`src/rtl/clock_ratio_monitor.sv`:
```
// Measures clk2/clk4 periods in CLK_exit cycles and checks period4 == 2*period2 within TOL, asserting locked after LOCK_N good checks.
// Latency: results update 2 edges after an input edge is first sampled; no backpressure, outputs are status only.
module clock_ratio_monitor #(
  parameter int CNT_W  = 12,
  parameter int LOCK_N = 4,
  parameter int TOL    = 1
) (
  input  logic             CLK_exit,
  input  logic             rst_n,
  input  logic             en,
  input  logic             clk2,
  input  logic             clk4,
  output logic [CNT_W-1:0] period2,
  output logic [CNT_W-1:0] period4,
  output logic             meas_valid,
  output logic             ratio_ok,
  output logic             locked,
  output logic             err
);

  typedef enum logic [1:0] {IDLE, ACQ, TRACK, LOCKED} state_t;

  localparam logic [CNT_W-1:0] CNT_MAX = '1;
  localparam logic [CNT_W+1:0] TOL_V   = (CNT_W+2)'(TOL);
  localparam logic [3:0]       LOCK_V  = 4'(LOCK_N);

  state_t           state;
  logic [2:0]       sh2, sh4;
  logic [CNT_W-1:0] cnt2, cnt4;
  logic             seen2, seen4, valid2, valid4;
  logic [3:0]       good_cnt;

  logic             rise2, rise4, timeout, cmp, good;
  logic [CNT_W+1:0] p4_ext, two_p2, diff;
  logic [3:0]       good_inc;

  assign rise2    = sh2[1] & ~sh2[2];
  assign rise4    = sh4[1] & ~sh4[2];
  assign timeout  = (cnt2 == CNT_MAX) | (cnt4 == CNT_MAX);
  // valid2 is the registered flag so the comparison always pairs with a period2 that is already stored
  assign cmp      = rise4 & seen4 & valid2;
  assign p4_ext   = {2'b00, cnt4 + 1'b1};
  assign two_p2   = {1'b0, period2, 1'b0};
  assign diff     = (p4_ext >= two_p2) ? (p4_ext - two_p2) : (two_p2 - p4_ext);
  assign good     = (diff <= TOL_V);
  assign good_inc = good_cnt + 4'd1;

  always_ff @(posedge CLK_exit) begin
    if (!rst_n) begin
      sh2 <= '0;
      sh4 <= '0;
    end else begin
      sh2 <= {sh2[1:0], clk2};
      sh4 <= {sh4[1:0], clk4};
    end
  end

  always_ff @(posedge CLK_exit) begin
    if (!rst_n) begin
      state      <= IDLE;
      cnt2       <= '0;
      cnt4       <= '0;
      seen2      <= 1'b0;
      seen4      <= 1'b0;
      valid2     <= 1'b0;
      valid4     <= 1'b0;
      good_cnt   <= '0;
      period2    <= '0;
      period4    <= '0;
      meas_valid <= 1'b0;
      ratio_ok   <= 1'b0;
      locked     <= 1'b0;
      err        <= 1'b0;
    end else begin
      meas_valid <= 1'b0;
      err        <= 1'b0;
      if (!en) begin
        state    <= IDLE;
        cnt2     <= '0;
        cnt4     <= '0;
        seen2    <= 1'b0;
        seen4    <= 1'b0;
        valid2   <= 1'b0;
        valid4   <= 1'b0;
        good_cnt <= '0;
        period2  <= '0;
        period4  <= '0;
        ratio_ok <= 1'b0;
        locked   <= 1'b0;
      end else if (state == IDLE) begin
        state <= ACQ;
      end else if (timeout) begin
        err      <= 1'b1;
        state    <= ACQ;
        cnt2     <= '0;
        cnt4     <= '0;
        seen2    <= 1'b0;
        seen4    <= 1'b0;
        valid2   <= 1'b0;
        valid4   <= 1'b0;
        good_cnt <= '0;
        locked   <= 1'b0;
      end else begin
        cnt2 <= rise2 ? '0 : cnt2 + 1'b1;
        cnt4 <= rise4 ? '0 : cnt4 + 1'b1;
        if (rise2) begin
          seen2 <= 1'b1;
          if (seen2) begin
            period2 <= cnt2 + 1'b1;
            valid2  <= 1'b1;
          end
        end
        if (rise4) begin
          seen4 <= 1'b1;
          if (seen4) begin
            period4 <= cnt4 + 1'b1;
            valid4  <= 1'b1;
          end
        end
        if (cmp) begin
          meas_valid <= 1'b1;
          ratio_ok   <= good;
          if (!good) err <= 1'b1;
          case (state)
            ACQ: begin
              state    <= TRACK;
              good_cnt <= good ? 4'd1 : 4'd0;
            end
            TRACK: begin
              if (good) begin
                good_cnt <= good_inc;
                if (good_inc == LOCK_V) begin
                  state  <= LOCKED;
                  locked <= 1'b1;
                end
              end else begin
                good_cnt <= '0;
              end
            end
            LOCKED: begin
              if (!good) begin
                state    <= TRACK;
                locked   <= 1'b0;
                good_cnt <= '0;
              end
            end
            default: state <= IDLE;
          endcase
        end
      end
    end
  end

endmodule

```
`config.mk`:
```
export PLATFORM = sky130hd
export DESIGN_NAME = clock_ratio_monitor
export DESIGN_NICKNAME = d
export VERILOG_FILES = /design/src/rtl/clock_ratio_monitor.sv
export SDC_FILE = /design/constraint.sdc
export NUM_CORES = 1
export LEC_CHECK = 0
export ABC_AREA = 0
export CAP_MARGIN = 10
export CORE_MARGIN = 2
export CORE_UTILIZATION = 35
export DETAILED_ROUTE_END_ITERATION = 16
export GPL_TIMING_DRIVEN = 0
export PLACE_DENSITY = 0.52
export SETUP_SLACK_MARGIN = 0.15
export SLEW_MARGIN = 10
export SYNTH_ARGS = -nofsm -noshare
export SYNTH_HDL_FRONTEND = slang
export SYNTH_SLANG_ARGS = --single-unit
```
`constraint.sdc`:
```
create_clock -name CLK_exit -period 5.8 [get_ports CLK_exit]
set_clock_uncertainty 0.05 [all_clocks]
set_input_delay 1.16 -clock CLK_exit [delete_from_list [all_inputs] [get_ports CLK_exit]]
set_output_delay 1.16 -clock CLK_exit [all_outputs]
set_load 0.01 [all_outputs]
```
**After elaboration in Yosys (flattened, before gate mapping)**

Cells that the tools add are included.

- Logic and storage cells: 105
- Memories: 0
- Bits of input ports: 5
- Bits in read-only memories: 0
- Bits in latches: 0
- Register bits after elaboration: 67
- Bits in writable memories: 0

- Reduce and logical (&&, ||, !) cells: 21
- Divide/modulo/power cells: 0
- Add/sub/neg operators: 5
- Multipliers: 0
- Eq/ne operators: 15
- Shifts and indexed selects: 0
- Bitwise logic cells: 11
- Muxes and demuxes: 35
- Magnitude comparators: 2

Operator list:

| kind | count |
|---|---|
| 12-bit 2-to-1 mux | 4 |
| 12-bit by 1-bit adder with 12-bit output, second input constant | 2 |
| 12-bit equality test, second input constant | 2 |
| 1-bit 2-to-1 mux | 20 |
| 4-bit AND reduction | 5 |
| 4-bit 2-to-1 mux | 4 |
| 14-bit by 1-bit <= comparator with 1-bit output, second input constant | 1 |
| 14-bit 2-to-1 mux | 1 |
| 12-bit by 13-bit subtractor with 14-bit output | 1 |
| 13-bit by 12-bit subtractor with 14-bit output | 1 |
| 12-bit by 13-bit >= comparator with 1-bit output | 1 |
| 4-bit != test, second input constant | 3 |
| 4-bit one-hot mux with 3 select lines | 1 |
| 3-bit != test, second input constant | 3 |
| 2-bit nonzero test | 4 |
| 2-bit 2-to-1 mux | 3 |
| 2-bit != test, second input constant | 3 |
| 1-bit NOT | 6 |
| 2-bit one-hot mux with 3 select lines | 1 |
| 2-bit AND reduction | 3 |
| 3-bit AND reduction | 2 |
| 6-bit AND reduction | 1 |
| 3-bit nonzero test | 2 |
| 4-bit by 1-bit adder with 4-bit output, second input constant | 1 |
| 10 further kinds | 14 |

**Logic depth before layout (Yosys ltp)**

Gate-level depths: netlist of run 1.

- Depth in word-level cells: 9
- Gate-level depth with buffers: 22
- Depth with buffers taken out: 19

**Worst setup path before layout of run 1**

OpenSTA, ideal clock, no wires.

- Path type: register -> register
- Start point: register cnt4[0]
- End point: register state[0]
- Setup slack: 0.969 ns
- Arrival: 4.645 ns
- Setup time: 0.136 ns
- Clock period less this slack: 4.831 ns
- Cell stages (with the launch flop): 23
- Path buffers: 3
- Cell sequence: dfxtp_1 > clkbuf_1 > and4_1 > nand2_1 > nor2_1 > and3_1 > clkbuf_1 > nand3_1 > xor2_1 > inv_1 > ha_1 > and4_1 > buf_4 > nand3_1 > a21oi_1 > a211oi_4 > mux2_4 > a221oi_2 > nand4_2 > o31a_1 > a211o_1 > nor4_1 > a311oi_1

- Word-level cells in the longest chain between the ends: 6
- Elaborated cells on any way between the ends: 15
- Classes of those cells: add/sub: 3; order compare: 2; eq/ne: 4; mux: 3; bitwise: 1; reduce/logical: 2

Ends and longest elaborated chain:

| item | RTL line | source |
|---|---|---|
| start, declared | 29 | `logic [CNT_W-1:0] cnt2, cnt4;` |
| start signal, assigned | 105 | `cnt4 <= rise4 ? '0 : cnt4 + 1'b1;` |
| 12-bit by 1-bit adder with 12-bit output (*) | 42 | `assign p4_ext = {2'b00, cnt4 + 1'b1};` |
| via p4_ext[11] | 34 | `logic [CNT_W+1:0] p4_ext, two_p2, diff;` |
| 13-bit by 12-bit subtractor with 14-bit output (tied with other cells) | 44 | `assign diff = (p4_ext >= two_p2) ? (p4_ext - two_p2) : (two_p2 - p4_ext);` |
| 14-bit 2-to-1 mux (*) | 44 |  |
| 14-bit by 1-bit <= comparator with 1-bit output (*) | 45 | `assign good = (diff <= TOL_V);` |
| 4-bit != test (no source line) | -- |  |
| 4-bit AND reduction (no source line) (*) | -- |  |
| end signal, assigned | 60 | `state <= IDLE;` |
| end signal, assigned | 78 | `state <= IDLE;` |
| end signal, assigned | 91 | `state <= ACQ;` |
| end, declared | 27 | `state_t state;` |

The timed path passes the listed nets; every way through them passes the cells marked *.
A chain may end at the register's enable or synchronous reset.

**Worst setup path after layout of run 1**

Ends and elaborated chain as after synthesis.

==> impl_metrics.yaml, run 1 <==
status:
  status: "finished clean"
timing:
  setup_violations: 0
  grt_setup_unrepaired: "no"
  timing.hold.ws_ns: 0.383
  fin_crit_ns: 5.19
  drv_slew: 0
  fmax_mhz: 193
  tightest_slew_ns: 0.668
  slew-limit-headroom: 0.555
  fin_crit_sh: 0.895
  hold_viol_final: 0
worst_setup_path:
  rrSetupSlack_ns: 0.61
  crit_path_start_kind: "flop"
  critPathRequiredTime_ns: 5.95
  worst-setup-path-type: "reg2reg"
  crit_arrival_ns: 5.34
  crit_path_end: "state[0]"
  startpoint: "cnt4[0]"
  endpoint_kind: "flop"
  cp_max_fo: 10
  reg2reg_from: "cnt4[0]"
  worst_r2r_endpoint: "state[0]"
  worst_r2r_path_depth: 22
global_route:
  grt_usage: 0.194
  grt.overflow.total: 0
  grt_max_degree: 11
  antenna_found_initial: 0
  grt_pass1_vias: 3890
  grt_pass1_wl_um: 20300
clock_tree:
  clk_latency_ns: 0.33
  h-tree-depth: 3
  cts_sinks: 67
  clock_path_buffers: 2
  cts_hold_buf: 0
  numCtsBuffers: 9
  cts_tree: "yes"
  clkSlewWorstSetupHoldPaths_ns: 0.06
  cts_root_buf: "clkbuf_16"
yosys:
  synth_edf_count: 0
  yosys-top-cells-area: "dfxtp_1 30%, ha_1 8.7%, nor2_1 6.6%"
  yosysSeqAreaShare: 0.300
  synth_compound_gate_area_share: 0.207
  synth_top_area_frac: 0.300
  async_reset_ff_frac: 0
  syn_area_um2: 4460
  synthMuxAreaShare: 0.0325
  syn-num-nets: 593
  synth_top_family_by_area: "simple AND/OR/NAND/NOR gates"
  avgSynthCellArea_um2: 8.03
  synth_cells: 556
  yosys.area_share.adder: 0.0914
  yosysUniqueCellTypes: 63
  synth_top_cell_by_area: "dfxtp_1"
  yosys_warnings: 0
  synth-simple-area-share: 0.227
  dominantRegCellSynth: "dfxtp_1"
  synthXorXnorAreaFrac: 0.0824
  synth_seq_cells: 67
placed_design:
  dp_hpwl_um: 9740
  io_buffers: 32
  place_area_um2: 5000
  globalplace.congestion: 0.831
  dp.cells: 760
drt:
  num_vias: 4054
  drt_first_pass_iters: 5
  vias_per_cell: 5.20
  wl_per_cell_um: 16.0
  ant_nets: 0
  drtIter0Drc: 295
  totalWireLength_um: 12500
  drc_errors: 0
die:
  fp.dieW_um: 117
  start_util: 0.357
  fp.dieH_um: 117
  dieArea_um2: 13700
  core_area_um2: 12500
  ios: 33
  rows: 41
layout:
  drive_gt1_frac: 0.0708
  instances_no_fill: 779
  nets: 639
  fin_area_um2: 5350
  antenna_cells: 0
  syn_to_final_growth_pct: 19.8
  fin_util: 0.427
power_and_ir_drop:
  total_power_mw: 1.07
  peakVddDrop_v: 0.000146
  pwr_density_cell_nw_per_um2: 200
  leakage_nw: 2.14
worst_hold_path:
  hold_depth: 1
  hold_class: "reg2reg"
job:
  cap_violations: 0
## layout make-up
cell class / instances / area, um^2
Clock buffer: 15 / 278
Timing Repair Buffer: 35 / 343
Multi-Input combinational cell: 423 / 2870
Buffer: 29 / 131
Clock inverter: 1 / 30.0
Fill cell: 1308 / 7170
Sequential cell: 67 / 1340
Tap cell: 172 / 215
Inverter: 37 / 139
## worst max-delay path, cell delays in order, from the launching register on
cell,delay [ns]
dfxtp_1,0.38
buf_2,0.27
and4_1,0.31
nand2_1,0.14
nor2_1,0.21
and3_1,0.18
clkbuf_2,0.17
nand3_1,0.13
xor2_2,0.23
inv_1,0.07
ha_1,0.35
and4_1,0.18
buf_4,0.15
nand3_1,0.08
a21oi_2,0.10
a211oi_4,0.30
mux2_4,0.33
a221oi_2,0.28
nand4_2,0.23
o31a_1,0.35
a211o_1,0.28
nor4_1,0.19
a311oi_1,0.08
## cells in the final DEF, fill, tap and decap left out, types with 15 or more instances in the layout
cell type,count
ha_1,31
and2_1,15
a21oi_1,30
clkdlybuf4s50_1,32
o21ai_0,21
inv_1,37
clkbuf_1,18
nand2_1,26
nand3_1,21
nor3_1,16
nor2_1,79
a211oi_1,22
xnor2_1,31
dfxtp_1,67
## power breakdown
group	internal, mW	switching, mW	total [mW]
logic	0.0156	0.0298	0.0454
registers	0.463	0.00180	0.465
clock network	0.368	0.193	0.561
total	0.847	0.224	1.07
## worst min path at each step
| stage | to | startpoint |
|---|---|---|
| 3_5_place_dp | sh2[1] | sh2[0] |
| 3_3_place_gp | sh2[1] | sh2[0] |
| 4_1_cts | sh4[1] | sh4[0] |
| 6_report | sh4[1] | sh4[0] |
| 5_1_grt | sh2[1] | sh2[0] |
| 2_1_floorplan | sh2[1] | sh2[0] |
## Yosys cell counts, types with 6 or more instances
library cell / instances
o21ai_0: 21
a31oi_1: 6
and3_1: 12
a21o_1: 8
nor3_1: 16
inv_1: 37
nand2_1: 26
dfxtp_1: 67
ha_1: 31
xor2_1: 11
mux2i_1: 13
xnor2_1: 31
nand3_1: 21
clkbuf_1: 18
a21oi_1: 31
nand2b_1: 9
and2_1: 15
a211oi_1: 22
nor2_1: 79
## cells by family after synthesis
| kind of cell | count (synthesis) |
|---|---|
| xor gates and xnor gates | 42 |
| DFF | 67 |
| adders and majority gates | 32 |
| AOI/OAI and AO/OA | 131 |
| and+or+nand+nor | 204 |
| muxes | 14 |
| buffers and inverters | 66 |
## state kept, by name (all words and copies together), names as in the netlist, 2 cells and up
name      flops
cnt2         12
state         2
period4      12
period2      12
sh4           3
cnt4         12
sh2           3
good_cnt      4
## per-stage QoR
stage,setup TNS (ns),setup slack [ns]
final,0,0.610
after global routing,0,0.168
after CTS,0,0.169
after detailed placement,-0.302,-0.159
after global placement,-0.108,-0.0776
after floorplan,0,0.969
## per-layer routing
metal / global-route usage / part of all wire
met1: 0.270 / 0.49
met2: 0.315 / 0.46
met3: 0.0288 / 0.035
met4: 0.0510 / 0.013
met5: 0 / 0
## timing repair
item	in CTS	in global routing
endpoints found under the setup margin	9	9
gates resized for setup	1	8
pin swaps	2	1
setup buffers	2	1
Note: power is estimated with default switching activity, not from simulation.
==> run 2: changes to the inputs <==
- CORE_UTILIZATION: 35 -> 50
- CTS_CLUSTER_DIAMETER: default -> 80
- PLACE_DENSITY: 0.52 -> 0.7
==> run 2 against run 1 <==
Compared with the run above: worst setup slack got worse by 0.11 ns; clock-buffer cell count fell by 6; die area fell by 29%; routed wire length fell by 5.9%; via count rose by 2.0%; first-iteration DRC count fell by 39%; sequential share of layout area rose by 0.87 points; non-clock buffer count rose by 1; hold slack improved by 0.012 ns; design area fell by 3.3%; flip-flop and latch count did not move; register-to-register slack got worse by 0.11 ns; critical path type unchanged.
==> impl_metrics.yaml, run 2 (synthesized netlist as in run 1, its figures left out) <==
power_and_ir_drop:
  pwr_density_cell_nw_per_um2: 174
  total_power_mw: 0.900
  p_comb_frac: 0.052
  power.clock.fraction: 0.433
  power_switching_mw: 0.221
  leakage_nw: 2.09
  pwr-share-seq: 0.516
  p_int_mw: 0.679
  peakVddDrop_v: 0.000189
  p_sw_frac: 0.245
clock_tree:
  numCtsBuffers: 9
  h-tree-depth: 3
  clock_path_buffers: 2
  cts_tree: "yes"
  clkSlewWorstSetupHoldPaths_ns: 0.08
  cts_root_buf: "clkbuf_8"
  cts_hold_buf: 0
  cts_sinks: 67
  clk_latency_ns: 0.34
layout:
  fin_area_um2: 5170
  nets: 640
  antenna_cells: 0
  instances_no_fill: 716
  layout_common_cells: "79 x nor2_1, 67 x dfxtp_1, 37 x inv_1, 32 x clkdlybuf4s50_1"
  seqCellArea_um2: 1340
  nFillCells: 857
  layout_commonest_cell: "nor2_1"
  fin_util: 0.595
  syn_to_final_growth_pct: 15.8
  drive_gt1_frac: 0.0773
  multi_input_area_um2: 2870
timing:
  fin_crit_sh: 0.914
  grt_setup_unrepaired: "no"
  hold_viol_final: 0
  timing.hold.ws_ns: 0.395
  finalSetupTns_ns: 0
  drv_slew: 0
  tightest_slew_ns: 0.696
  fmax_mhz: 189
  setup_violations: 0
  setup_slack_ns: 0.497
  slew-limit-headroom: 0.536
  fin_crit_ns: 5.30
placed_design:
  dp_hpwl_um: 9140
  io_buffers: 32
  dp_slack_ns: 0.00977
  dp.cells: 696
  globalplace.congestion: 0.975
  place_area_um2: 4920
worst_hold_path:
  hold_depth: 1
  hold_class: "reg2reg"
worst_setup_path:
  cp_max_fo: 10
  crit_arrival_ns: 5.45
  endpoint_kind: "flop"
  crit_path_start_kind: "flop"
  worst_r2r_path_depth: 22
  worst-setup-path-type: "reg2reg"
  critPathRequiredTime_ns: 5.95
drt:
  met1Wirelength_um: 5560
  wl_per_cell_um: 16.4
  dr_wl_met3_um: 570
  drtIter0Drc: 180
  drc_errors: 0
  totalWireLength_um: 11700
  num_vias: 4135
  ant_nets: 0
  vias_per_cell: 5.78
  highest-signal-layer: "met4"
  route.met2.wl_um: 5330
  drt_first_pass_iters: 5
die:
  start_util: 0.514
  fp.dieH_um: 98.5
  fp.dieW_um: 98.5
  dieArea_um2: 9700
  core_area_um2: 8680
  ios: 33
  rows: 34
global_route:
  grt_pass1_wl_um: 19300
  antenna_found_initial: 0
  grt_usage: 0.246
  grt_max_degree: 14
  grt_pass1_vias: 3949
  grt.overflow.total: 0
status:
  status: "finished clean"
job:
  cap_violations: 0
[run 2: changes by cell type in the layout (fill, tap and decap cells not counted)]
| cell | delta |
|---|---|
| clkinv_4 | +1 |
| buf_2 | -1 |
| clkbuf_16 | -9 |
| inv_6 | +2 |
| nor3_1 | -1 |
| nor3_2 | +1 |
| clkbuf_8 | +6 |
| buf_4 | +1 |
| clkinvlp_4 | +1 |
| clkbuf_1 | -2 |
| clkinv_2 | +2 |
[run 2: worst paths after layout]
kind                 from        to  slack (ns)
setup / recovery  cnt4[0]  state[0]        0.50
hold / removal     sh2[0]    sh2[1]        0.40
setup reg to reg  cnt4[0]  state[0]        0.50
hold reg to reg    sh2[0]    sh2[1]        0.40
[run 2: routing by layer]
layer	vias to the layer above	track usage
li1	2046	-
met5	-	0
met3	24	0.0362
met2	117	0.390
met1	1948	0.342
met4	0	0.0927
[run 2: final cells by class]
cell class	instances	area share
buffer	29	0.0252
tap	108	0.0262
multi-input combinational	423	0.556
sequential	67	0.260
timing repair buffer	36	0.0678
inverter	37	0.0269
clock inverter	7	0.0143
clock buffer	9	0.0240
[run 2: power groups by stage]
stage / sequential [mW] / combinational [mW] / clock [mW]
4_1_cts: 0.464 / 0.0443 / 0.399
6_report: 0.464 / 0.0464 / 0.389
2_1_floorplan: 0.474 / 0.0289 / 0
3_5_place_dp: 0.475 / 0.0439 / 0
5_1_grt: 0.465 / 0.0507 / 0.420
3_3_place_gp: 0.475 / 0.0432 / 0
[run 2: critical path: stages, from the launching register on]
cell,delay (ns)
dfxtp_1,0.40
clkbuf_2,0.27
and4_1,0.30
nand2_1,0.14
nor2_1,0.20
and3_1,0.17
clkbuf_1,0.20
nand3_1,0.15
xor2_2,0.20
inv_1,0.06
ha_1,0.36
and4_1,0.18
buf_4,0.15
nand3_1,0.09
a21oi_2,0.10
a211oi_4,0.32
mux2_4,0.33
a221oi_2,0.28
nand4_2,0.24
o31a_1,0.36
a211o_1,0.28
nor4_1,0.20
a311oi_1,0.09
[run 2: what timing repair did]
item | in CTS | in global routing
pin swaps | 1 | 1
setup endpoints to repair | 4 | 9
buffers inserted | 2 | 2
endpoints found under the hold margin | 0 | 0
resized for setup | 1 | 6
==> run 3: changes to the inputs <==
- CORE_UTILIZATION: 50 -> 45
- PLACE_DENSITY: 0.7 -> 0.64
==> run 3 against run 2 <==
Compared with the run above: combinational power down 0.9%; die area grew 11%; critical endpoint unchanged; sequential power about the same; critical path type unchanged; largest cell class unchanged; total power rose by 7.7%.
==> impl_metrics.yaml, run 3 (synthesized netlist as in run 1, its figures left out) <==
clock_tree:
  clk_latency_ns: 0.35
  clkSlewWorstSetupHoldPaths_ns: 0.09
  cts_root_buf: "clkbuf_8"
  cts_sinks: 67
  cts_hold_buf: 0
  numCtsBuffers: 9
  cts_tree: "yes"
  clock_path_buffers: 2
  h-tree-depth: 3
layout:
  layout_common_cells: "79 x nor2_1, 67 x dfxtp_1, 37 x inv_1, 32 x clkdlybuf4s50_1"
  syn_to_final_growth_pct: 17.1
  fin_util: 0.540
  layout_commonest_cell: "nor2_1"
  antenna_cells: 0
  seqCellArea_um2: 1340
  instances_no_fill: 740
  nFillCells: 946
  fin_area_um2: 5230
  nets: 639
  multi_input_area_um2: 2870
  drive_gt1_frac: 0.0758
worst_setup_path:
  crit_arrival_ns: 5.52
  critPathRequiredTime_ns: 6.01
  worst_r2r_path_depth: 23
  endpoint_kind: "flop"
  cp_max_fo: 10
  reg2reg_from: "cnt4[0]"
  crit_path_start_kind: "flop"
  worst-setup-path-type: "reg2reg"
  rrSetupSlack_ns: 0.49
  worst_r2r_endpoint: "state[0]"
die:
  dieArea_um2: 10700
  start_util: 0.461
  fp.dieW_um: 104
  fp.dieH_um: 104
  core_area_um2: 9680
  rows: 36
  ios: 33
global_route:
  grt_max_degree: 14
  grt_usage: 0.226
  antenna_found_initial: 0
  grt.overflow.total: 0
  grt_pass1_vias: 3990
  grt_pass1_wl_um: 19600
drt:
  totalWireLength_um: 12100
  drc_errors: 0
  num_vias: 4128
  drtIter0Drc: 325
  drt_first_pass_iters: 5
  ant_nets: 0
  wl_per_cell_um: 16.3
  vias_per_cell: 5.58
timing:
  grt_setup_unrepaired: "no"
  slew-limit-headroom: 0.547
  hold_viol_final: 0
  drv_slew: 0
  tightest_slew_ns: 0.679
  fmax_mhz: 188
  fin_crit_ns: 5.31
  setup_violations: 0
  fin_crit_sh: 0.915
status:
  status: "finished clean"
job:
  cap_violations: 0
power_and_ir_drop:
  pwr-share-seq: 0.479
  leakage_nw: 2.10
  p_sw_frac: 0.239
  power.clock.fraction: 0.474
  pwr_density_cell_nw_per_um2: 185
  peakVddDrop_v: 0.000166
  p_int_mw: 0.737
  p_comb_frac: 0.047
  power_switching_mw: 0.232
worst_hold_path:
  hold_path_end: "sh2[1]"
  hp-start: "sh2[0]"
  hold_depth: 1
  hold_class: "reg2reg"
placed_design:
  dp.cells: 721
  place_area_um2: 4950
  dp_hpwl_um: 9340
  io_buffers: 32
  globalplace.congestion: 0.897
run 3: worst max-delay path: stages, from the launching register on:
cell and delay [ns]:
dfxtp_1 0.40, clkbuf_2 0.26, and4_1 0.30, nand2_1 0.14, nor2_1 0.19, and3_1 0.17, clkbuf_1 0.21, nand3_1 0.15
xor2_2 0.23, inv_1 0.07, ha_1 0.36, and4_1 0.18, buf_4 0.15, nand3_1 0.08, a21oi_2 0.11, a211oi_4 0.33
buf_4 0.23, mux2i_1 0.33, xnor2_1 0.22, nand4_1 0.20, nor4b_4 0.39, a211o_1 0.20, nor4_1 0.05, a311oi_1 0.25
run 3: power by group through the flow:
stage               logic, mW  clock network [mW]  registers (mW)
finish                 0.0460               0.459           0.464
global route           0.0502               0.485           0.464
CTS                    0.0446               0.465           0.464
detailed placement     0.0442                   0           0.475
global placement       0.0437                   0           0.475
floorplan              0.0289                   0           0.474
run 3: routing by layer:
metal / wire length [um] / vias to the layer above / track usage
li1: - / 2049 / -
met1: 5600 / 1957 / 0.296
met2: 5610 / 99 / 0.371
met3: 559 / 23 / 0.0390
met4: 286 / 0 / 0.0907
met5: 0 / - / 0
run 3: through the flow:
stage / setup TNS (ns) / hold WS (ns) / setup slack, ns / total power [mW]
finish: 0 / 0.389 / 0.491 / 0.969
global route: 0 / 0.401 / 0.148 / 1.00
CTS: 0 / 0.390 / 0.176 / 0.974
detailed placement: -0.0339 / 0.372 / -0.0339 / 0.519
global placement: -0.0419 / 0.366 / -0.0419 / 0.518
floorplan: 0 / 0.362 / 0.969 / 0.503
run 3: area by class of cell:
type	count	share of cell area
multi-input combinational	423	0.550
sequential	67	0.257
timing repair buffer	35	0.0656
tap	133	0.0318
inverter	37	0.0266
clock buffer	10	0.0263
buffer	29	0.0249
clock inverter	6	0.0184
run 3: worst max-delay path by stage:
stage	slack [ns]	cells past startpoint	endpoint	from
CTS	0.18	22	state[0]	cnt4[0]
global route	0.15	23	state[0]	cnt4[0]
finish	0.49	23	state[0]	cnt4[0]
floorplan	0.97	22	state[0]	cnt4[0]
detailed placement	-0.03	22	state[0]	cnt4[0]
global placement	-0.04	22	state[0]	cnt4[0]
run 3: repair_timing:
action | CTS | global route
endpoints found under the setup margin | 6 | 9
pin swaps | 1 | 1
resized for setup | 1 | 7
setup buffers | 2 | 1
hold endpoints to repair | 0 | 0
